==> src/rtl/vram_arbiter_if.sv <==
// Bundle of the scanout, blitter and display-RAM signals around vram_arbiter.
// The arbiter is the slave; scanout/blitter logic and the RAM form the master side.
interface vram_arbiter_if;
   logic       vid_req;
   logic [7:0] vid_addr;
   logic       vid_valid;
   logic [7:0] vid_data;
   logic       blt_req;
   logic [5:0] blt_x;
   logic [4:0] blt_y;
   logic [7:0] blt_data;
   logic       clr_req;
   logic       busy;
   logic       blt_done;
   logic       clr_done;
   logic       collision;
   logic [7:0] mem_addr;
   logic       mem_we;
   logic [7:0] mem_wdata;
   logic [7:0] mem_rdata;

   modport slave (
      input  vid_req, vid_addr, blt_req, blt_x, blt_y, blt_data, clr_req, mem_rdata,
      output vid_valid, vid_data, busy, blt_done, clr_done, collision,
             mem_addr, mem_we, mem_wdata
   );

   modport master (
      output vid_req, vid_addr, blt_req, blt_x, blt_y, blt_data, clr_req, mem_rdata,
      input  vid_valid, vid_data, busy, blt_done, clr_done, collision,
             mem_addr, mem_we, mem_wdata
   );
endinterface

==> src/rtl/vram_arbiter.sv <==
// Chip-8 framebuffer port arbiter: scanout reads always win, the blitter runs
// XOR read-modify-write sprite rows with collision detect and a full clear.
module vram_arbiter (
   input  logic          clk,
   input  logic          reset_n,
   vram_arbiter_if.slave bus
);
   typedef enum logic [3:0] {IDLE, RD0, CAP0, WR0, RD1, CAP1, WR1, CLR, DONE} state_t;

   state_t     state, next_state;
   logic [5:0] x_q;
   logic [4:0] y_q;
   logic [7:0] data_q;
   logic [7:0] old_q;
   logic [7:0] clr_cnt;
   logic       op_clr;
   logic       collision_q;
   logic       vid_valid_q;
   logic       blt_done_q;
   logic       clr_done_q;
   logic       port_free;
   logic       accept_clr;
   logic       accept_blt;
   logic [2:0] col1;
   logic [7:0] addr0;
   logic [7:0] addr1;
   logic [15:0] masks;

   // Upper byte is the mask for column c, lower byte spills into column c+1.
   function automatic logic [15:0] spread_mask(input logic [7:0] d, input logic [2:0] s);
      return {d, 8'h00} >> s;
   endfunction

   assign port_free  = !bus.vid_req;
   assign accept_clr = (state == IDLE) && bus.clr_req;
   assign accept_blt = (state == IDLE) && !bus.clr_req && bus.blt_req;
   assign col1       = x_q[5:3] + 3'd1;
   assign addr0      = {y_q, x_q[5:3]};
   assign addr1      = {y_q, col1};
   assign masks      = spread_mask(data_q, x_q[2:0]);

   always_ff @(posedge clk or negedge reset_n) begin
      if (!reset_n) state <= IDLE;
      else          state <= next_state;
   end

   always_comb begin
      next_state = state;
      case (state)
         IDLE: begin
            if (bus.clr_req)      next_state = CLR;
            else if (bus.blt_req) next_state = RD0;
         end
         RD0:  if (port_free) next_state = CAP0;
         CAP0: next_state = WR0;
         WR0:  if (port_free) next_state = (x_q[2:0] != 3'd0) ? RD1 : DONE;
         RD1:  if (port_free) next_state = CAP1;
         CAP1: next_state = WR1;
         WR1:  if (port_free) next_state = DONE;
         CLR:  if (port_free && clr_cnt == 8'hFF) next_state = DONE;
         DONE: next_state = IDLE;
         default: next_state = IDLE;
      endcase
   end

   always_comb begin
      bus.mem_addr  = 8'h00;
      bus.mem_we    = 1'b0;
      bus.mem_wdata = 8'h00;
      if (bus.vid_req) begin
         bus.mem_addr = bus.vid_addr;
      end else begin
         case (state)
            RD0: bus.mem_addr = addr0;
            WR0: begin
               bus.mem_addr  = addr0;
               bus.mem_we    = 1'b1;
               bus.mem_wdata = old_q ^ masks[15:8];
            end
            RD1: bus.mem_addr = addr1;
            WR1: begin
               bus.mem_addr  = addr1;
               bus.mem_we    = 1'b1;
               bus.mem_wdata = old_q ^ masks[7:0];
            end
            CLR: begin
               bus.mem_addr = clr_cnt;
               bus.mem_we   = 1'b1;
            end
            default: ;
         endcase
      end
   end

   always_ff @(posedge clk or negedge reset_n) begin
      if (!reset_n) begin
         clr_cnt     <= 8'h00;
         op_clr      <= 1'b0;
         collision_q <= 1'b0;
         vid_valid_q <= 1'b0;
         blt_done_q  <= 1'b0;
         clr_done_q  <= 1'b0;
      end else begin
         // The owner tag: a granted video read returns its byte next cycle.
         vid_valid_q <= bus.vid_req;
         blt_done_q  <= (next_state == DONE) && !op_clr;
         clr_done_q  <= (next_state == DONE) && op_clr;
         if (accept_clr)      op_clr <= 1'b1;
         else if (accept_blt) op_clr <= 1'b0;
         if (accept_clr)                    clr_cnt <= 8'h00;
         else if (state == CLR && port_free) clr_cnt <= clr_cnt + 8'd1;
         if (accept_blt)
            collision_q <= 1'b0;
         else if (state == WR0 && port_free)
            collision_q <= collision_q | (|(old_q & masks[15:8]));
         else if (state == WR1 && port_free)
            collision_q <= collision_q | (|(old_q & masks[7:0]));
      end
   end

   always_ff @(posedge clk) begin
      if (accept_blt) begin
         x_q    <= bus.blt_x;
         y_q    <= bus.blt_y;
         data_q <= bus.blt_data;
      end
      if (state == CAP0 || state == CAP1) old_q <= bus.mem_rdata;
   end

   assign bus.vid_valid = vid_valid_q;
   assign bus.vid_data  = vid_valid_q ? bus.mem_rdata : 8'h00;
   assign bus.busy      = (state != IDLE);
   assign bus.blt_done  = blt_done_q;
   assign bus.clr_done  = clr_done_q;
   assign bus.collision = collision_q;
endmodule

==> src/flat_wrapper.sv <==
// flat-port wrapper written by rule: the top's interface ports become plain ports
module vram_arbiter_flat 
  (clk, reset_n, bus_vid_req, bus_vid_addr, bus_blt_req, bus_blt_x, bus_blt_y, bus_blt_data, bus_clr_req, bus_mem_rdata, bus_vid_valid, bus_vid_data, bus_busy, bus_blt_done, bus_clr_done, bus_collision, bus_mem_addr, bus_mem_we, bus_mem_wdata);
  vram_arbiter_if bus_i ();
  input  logic clk;
  input  logic reset_n;
  input wire logic [$bits(bus_i.vid_req)-1:0] bus_vid_req;
  input wire logic [$bits(bus_i.vid_addr)-1:0] bus_vid_addr;
  input wire logic [$bits(bus_i.blt_req)-1:0] bus_blt_req;
  input wire logic [$bits(bus_i.blt_x)-1:0] bus_blt_x;
  input wire logic [$bits(bus_i.blt_y)-1:0] bus_blt_y;
  input wire logic [$bits(bus_i.blt_data)-1:0] bus_blt_data;
  input wire logic [$bits(bus_i.clr_req)-1:0] bus_clr_req;
  input wire logic [$bits(bus_i.mem_rdata)-1:0] bus_mem_rdata;
  output wire logic [$bits(bus_i.vid_valid)-1:0] bus_vid_valid;
  output wire logic [$bits(bus_i.vid_data)-1:0] bus_vid_data;
  output wire logic [$bits(bus_i.busy)-1:0] bus_busy;
  output wire logic [$bits(bus_i.blt_done)-1:0] bus_blt_done;
  output wire logic [$bits(bus_i.clr_done)-1:0] bus_clr_done;
  output wire logic [$bits(bus_i.collision)-1:0] bus_collision;
  output wire logic [$bits(bus_i.mem_addr)-1:0] bus_mem_addr;
  output wire logic [$bits(bus_i.mem_we)-1:0] bus_mem_we;
  output wire logic [$bits(bus_i.mem_wdata)-1:0] bus_mem_wdata;
  assign bus_i.vid_req = bus_vid_req;
  assign bus_i.vid_addr = bus_vid_addr;
  assign bus_i.blt_req = bus_blt_req;
  assign bus_i.blt_x = bus_blt_x;
  assign bus_i.blt_y = bus_blt_y;
  assign bus_i.blt_data = bus_blt_data;
  assign bus_i.clr_req = bus_clr_req;
  assign bus_i.mem_rdata = bus_mem_rdata;
  assign bus_vid_valid = bus_i.vid_valid;
  assign bus_vid_data = bus_i.vid_data;
  assign bus_busy = bus_i.busy;
  assign bus_blt_done = bus_i.blt_done;
  assign bus_clr_done = bus_i.clr_done;
  assign bus_collision = bus_i.collision;
  assign bus_mem_addr = bus_i.mem_addr;
  assign bus_mem_we = bus_i.mem_we;
  assign bus_mem_wdata = bus_i.mem_wdata;
  vram_arbiter u_core (.clk(clk), .reset_n(reset_n), .bus(bus_i));
endmodule
==> config.mk <==
export PLATFORM = sky130hd
export DESIGN_NAME = vram_arbiter_flat
export DESIGN_NICKNAME = d
export VERILOG_FILES = /design/src/rtl/vram_arbiter_if.sv /design/src/rtl/vram_arbiter.sv /design/src/flat_wrapper.sv
export SDC_FILE = /design/constraint.sdc
export NUM_CORES = 1
export LEC_CHECK = 0
export CORE_ASPECT_RATIO = 1.1
export CORE_MARGIN = 1
export CORE_UTILIZATION = 45
export DETAILED_ROUTE_END_ITERATION = 6
export PLACE_DENSITY = 0.77
export SETUP_SLACK_MARGIN = 0.4
export SYNTH_ARGS = -nofsm -noshare
export SYNTH_HDL_FRONTEND = slang
export SYNTH_SLANG_ARGS = --single-unit
==> constraint.sdc <==
create_clock -name clk -period 2.5 [get_ports clk]
set_clock_uncertainty 0.1 [all_clocks]
set_input_delay 0.5 -clock clk [delete_from_list [all_inputs] [get_ports clk]]
set_output_delay 0.5 -clock clk [all_outputs]
set_load 0.02 [all_outputs]
==> metrics.txt, run 1 <==
drt via density around 5.9; Peak VDD IR around 0.53 mV; Synth async-reset ratio 0.386; CTS Root Cell clkbuf_8; R2R Setup Slk ~230 ps; final WL between 10 and 15 mm; Netlist cell types 60; share of cells above drive strength 1 0.419; initial antenna violation count 0; crit end category primary output; static leakage just over 2 nW; status finished, violations left; Post-DRT Antenna Nets 0; #FFs+latches synth 44; DP Cell Count just over 500; Post-CTS Hold Fix Bufs 0; vias in the first global route ~3000; Post-synth EDFFs 27; cell area after synthesis 2880 sq um; Mapped Cells 303; Final Hold Viols 0; Via Count between 3000 and 4000; worst hold path cell count 1; CTS tree built; final-report max-slew violation count 0; area leader, netlist edfxtp_1; die area ~6700 sq um; reg2reg start u_core.x_q[0]; H-tree depth 2; largest net degree at the start of global routing 20; R2R depth 7; WP data arrival 2200 ps; DR DRC count 0; Syn Area/Cell 9.51 sq um; Crit Path Max Fanout 6; Final min period ~2800 ps; Total GRT Usage 0.303; Net Count, Synth about 350; nets 492; most frequent cells in the layout buf_4, clkdlybuf4s50_1, buf_6, edfxtp_1, nand2_1; synth warn 0; MaxCap Viol Count 0; Area growth syn-to-layout 68.5%; fill cell count 393; Iteration-0 DRC Markers 200; TritonCTS buffer count 5; endpoints failing setup 15; CP Launch Type flop; wire per inst between 15 and 20 um; core box area 6190 sq um; RSZ-0062 raised after global routing yes; I/O pins 70; Placed Instance Area ~4300 sq um; 1st-pass router iterations 5; actual slew at the worst max-slew pin ~820 ps; clk_lat worst skew about 300 ps; Die Wd approximately 80 um; worst rel slew slack 0.454; initial core utilization 0.465; critical path type reg2out; first-pass GRT wire length approximately 15 mm; worst setup path end bus_mem_wdata[0]; sequential-to-total area share from yosys stat 0.429; row cnt 30; crit path launch u_core.x_q[0]; top cells by area, synth edfxtp_1, dfrtp_1, mux2i_1, o21ai_0, nand2_1; Reg-to-Reg End u_core.bus.collision; HP Class reg2reg; Finished Layout Cells 531; Overflow after GRT 0; clk sinks between 40 and 50; hpwl dp a little over 7 mm; RD Place Congestion approximately 0.88; Finished Cell Area roughly 4900 sq um; commonest non-fill, non-tap cell in the layout buf_4; Synth top area share 0.281; fmax around 360 MHz; Fin Hold WS approximately 360 ps; Final period util 1.12; ANT cells 0; PortBufs ~70; Vert. Die Dim about 86 um; Clock transition at path regs ~90 ps; Bufs on Longest Clock Path 2; WP data required 1900 ps; leading register cell type out of synthesis edfxtp_1; failing checks negative setup slack; Power Density 809 nW/um^2; setup ws final -296 ps
[area by class of cell]
| class | instances | area, sq um | share of cell area |
|---|---|---|---|
| clock buffers | 5 | 68.8 | 0.0142 |
| multi-input cells | 228 | 1860 | 0.384 |
| repair buffers | 158 | 1490 | 0.308 |
| flip-flops and latches | 44 | 1240 | 0.255 |
| inverters | 13 | 48.8 | 0.0101 |
| clock inverters | 3 | 42.5 | 0.00877 |
| well taps | 80 | 100 | 0.0206 |
[synth_stat cells (3+ instances only)]
cell type  instances
edfxtp_1          27
nand2_1           26
o21ai_0           20
nor2_1            18
dfrtp_1           17
and2_1            13
inv_1             13
mux2i_1           13
a21oi_1           12
nand3_1           11
a22oi_1           10
clkbuf_1           8
buf_2              7
nor3_1             7
nand3b_1           5
nor2b_1            5
xor2_1             5
a21o_1             4
and3_1             4
mux2_2             4
nand4_1            4
o211ai_1           4
or3_1              4
a22o_1             3
a31oi_1            3
nand2b_1           3
nor3b_1            3
o31ai_1            3
o32ai_1            3
[sequential cells by signal, summed over array words and instances, names as in the netlist]
| register | flops |
|---|---|
| u_core.clr_cnt | 8 |
| u_core.data_q | 8 |
| u_core.old_q | 8 |
| u_core.x_q | 6 |
| u_core.y_q | 5 |
| u_core.state | 4 |
| u_core.bus.blt_done | 1 |
| u_core.bus.clr_done | 1 |
| u_core.bus.collision | 1 |
| u_core.bus.vid_valid | 1 |
| u_core.op_clr | 1 |
[what timing repair did]
action / in CTS / in global routing
setup buffers: 5 / 11
hold endpoints to repair: 0 / 0
endpoints found under the setup margin: 28 / 24
pin swaps: 19 / 25
gates resized for setup: 142 / 48
cloned: 1 / 0
[metal layers]
metal  GRT usage  wire length [um]  vias up
met5           0                 0        -
met4       0.162               469        0
met3      0.0489               528       43
met2       0.551              5260      164
met1       0.336              3920     1506
li1            -                 -     1433
[kinds of logic (layout without fill, tap and decap cells)]
group / after synthesis / count (layout) / share of synthesized area
and+or+nand+nor: 122 / 122 / 0.241
AOI/OAI and AO/OA: 79 / 79 / 0.185
DFF: 44 / 44 / 0.429
buffers and inverters: 31 / 179 / 0.0487
muxes: 18 / 18 / 0.0660
xor gates and xnor gates: 7 / 7 / 0.0213
adders and majority gates: 2 / 2 / 0.00869
[metrics by stage]
stage / util / power [W] / TNS (ps) / worst slack, ps
after floorplan: - / 0.00209 / 0 / 254
after global placement: 0.692 / 0.00284 / -4950 / -402
after detailed placement: 0.692 / 0.00288 / -5820 / -467
after CTS: 0.739 / 0.00360 / -1730 / -268
after global routing: 0.783 / 0.00410 / -3070 / -371
final: 0.783 / 0.00392 / -2190 / -296
[how the worst min path moves through the flow]
stage                                to  slack, ps     startpoint
floorplan           u_core.bus.blt_done        100        reset_n
global placement    u_core.bus.blt_done        330  u_core.op_clr
detailed placement  u_core.bus.blt_done        350  u_core.op_clr
CTS                 u_core.bus.blt_done        360  u_core.op_clr
global route        u_core.bus.blt_done        380  u_core.op_clr
finish              u_core.bus.blt_done        360  u_core.op_clr
[power by group]
part / switching, W / total, W / internal (W)
Combinational: 0.00112 / 0.00226 / 0.00115
Sequential: 0.000167 / 0.00111 / 0.000941
Clock: 0.000258 / 0.000553 / 0.000296
Total: 0.00154 / 0.00392 / 0.00238
[worst max-delay path, cell delays in order, from the launching register on]
cell and delay [ps]:
edfxtp_1 500, buf_6 170, mux2i_1 130, buf_4 160
o22ai_2 90, or3_4 370, buf_4 140, a22o_1 210
buf_6 140
Note: power is estimated with default switching activity, not from simulation.
==> run 2: changes to the inputs <==
--- a/config.mk
+++ b/config.mk
@@ -7,9 +7,9 @@
 export LEC_CHECK = 0
 export CORE_ASPECT_RATIO = 1.1
 export CORE_MARGIN = 1
-export CORE_UTILIZATION = 45
+export CORE_UTILIZATION = 50
 export DETAILED_ROUTE_END_ITERATION = 6
-export PLACE_DENSITY = 0.77
+export PLACE_DENSITY = 0.81
 export SETUP_SLACK_MARGIN = 0.4
 export SYNTH_ARGS = -nofsm -noshare
 export SYNTH_HDL_FRONTEND = slang
==> constraint.sdc (replaced) <==
create_clock -name clk -period 3.1 [get_ports clk]
set_clock_uncertainty 0.1 [all_clocks]
set_input_delay 0.62 -clock clk [delete_from_list [all_inputs] [get_ports clk]]
set_output_delay 0.62 -clock clk [all_outputs]
set_load 0.02 [all_outputs]
==> metrics.txt, run 2 (same netlist as run 1, synthesis figures left out) <==
status finished clean; worst hold path cell count 1; crit end category primary output; WP data arrival approximately 2100 ps; wire per inst ~18 um; CTS Root Cell clkbuf_8; MaxCap Viol Count 0; Area growth syn-to-layout 47.9%; die area between 6000 and 7000 sq um; initial antenna violation count 0; critical path type reg2out; Via Count slightly below 3000; fmax approximately 350 MHz; Final period util 0.915; actual slew at the worst max-slew pin approximately 760 ps; Post-DRT Antenna Nets 0; Iteration-0 DRC Markers roughly 260; Bufs on Longest Clock Path 2; final-report max-slew violation count 0; nets approximately 450; CTS tree built; static leakage 1.72 nW; Met2 Wirelength about 4.4 mm; TritonCTS buffer count 5; Die Wd 74.4 um; DP Worst Slack -105 ps; final WL roughly 9.0 mm; HP Class reg2reg; largest net degree at the start of global routing 28; core box area between 5000 and 6000 sq um; Overflow after GRT 0; R2R depth 5; Placed Instance Area ~3800 sq um; Total GRT Usage 0.306; initial core utilization 0.527; most frequent cells in the layout clkdlybuf4s50_1, buf_4, edfxtp_1, nand2_1, nor2_1; Crit Path Max Fanout 5; hold path startpoint u_core.op_clr; RD Place Congestion between 0.9 and 1; Post-CTS Hold Fix Bufs 0; biggest registers after layout u_core.clr_cnt (8), u_core.data_q (8), u_core.old_q (8); row cnt 28; DR DRC count 0; endpoints failing setup 0; wl on met1 ~3.6 mm; WP data required between 2000 and 2500 ps; Worst Hold End u_core.bus.blt_done; drt via density around 6.1; TNS Setup 0 ps; 1st-pass router iterations 5; reg2reg start u_core.state[0]; Peak VDD IR 0.396 mV; Finished Layout Cells slightly below 500; Final min period roughly 2800 ps; Power Density 619 nW/um^2; CP Launch Type flop; clk_lat worst skew approximately 300 ps; I/O pins 70; Final Hold Viols 0; R2R Setup Slk approximately 760 ps; Clock transition at path regs roughly 80 ps; clk sinks between 40 and 50; Reg-to-Reg End u_core.old_q[3]; DP Cell Count approximately 460; DR WL met3 632 um; hpwl dp about 6.1 mm; H-tree depth 2; Finished Cell Area 4260 sq um; Vert. Die Dim ~82 um; ANT cells 0; uppermost layer routed met4; RSZ-0062 raised after global routing yes; commonest non-fill, non-tap cell in the layout clkdlybuf4s50_1; setup ws final ~260 ps; share of cells above drive strength 1 0.310; PortBufs 69; vias in the first global route 2938; first-pass GRT wire length ~14 mm; worst rel slew slack 0.493
## run 2: critical path, cell delays in order (launching register included)
cell and delay [ps]:
edfxtp_1 410, buf_6 170, buf_6 110, mux2_4 330, a21o_1 190, and3_4 190
o21ai_2 100, nor3b_2 160, buf_4 160
## run 2: worst max path at each step
stage / startpoint / to / slack (ps) / cells after the start
global placement: bus_vid_req / bus_mem_wdata[1] / -60 / 7
CTS: u_core.x_q[0] / bus_mem_wdata[5] / 320 / 8
detailed placement: bus_vid_req / bus_mem_wdata[1] / -110 / 7
finish: u_core.x_q[0] / bus_mem_wdata[5] / 260 / 8
floorplan: u_core.state[0] / bus_mem_wdata[5] / 560 / 7
global route: u_core.x_q[0] / bus_mem_wdata[5] / 210 / 8
## run 2: repair_timing
| item | 4_1_cts | 5_1_grt |
|---|---|---|
| setup buffers | 17 | 8 |
| setup endpoints to repair | 17 | 18 |
| pin swaps | 18 | 7 |
| gates resized for setup | 117 | 33 |
## run 2: cell type report
type	count	area, sq um
well taps	75	93.8
clock buffers	5	68.8
flip-flops and latches	44	1240
multi-input cells	228	1730
inverters	13	48.8
clock inverters	3	13.8
fillers	360	1200
repair buffers	120	1070
## run 2: through the flow
| stage | hold WS (ps) | utilization | total power [W] |
|---|---|---|---|
| after floorplan | 224 | - | 0.00157 |
| after global placement | 331 | 0.694 | 0.00201 |
| after detailed placement | 367 | 0.694 | 0.00204 |
| after CTS | 376 | 0.754 | 0.00249 |
| after global routing | 392 | 0.780 | 0.00277 |
| final | 380 | 0.780 | 0.00264 |
## run 2: routing by layer
metal | vias up | global-route usage
met4 | 0 | 0.168
met3 | 33 | 0.0564
met1 | 1397 | 0.375
met5 | - | 0
met2 | 175 | 0.507
li1 | 1349 | -
## run 2: report_power, final
| part | internal, W | switching, W | total, W |
|---|---|---|---|
| Combinational | 0.000650 | 0.000746 | 0.00140 |
| Sequential | 0.000761 | 0.000138 | 0.000899 |
| Clock | 0.000153 | 0.000191 | 0.000344 |
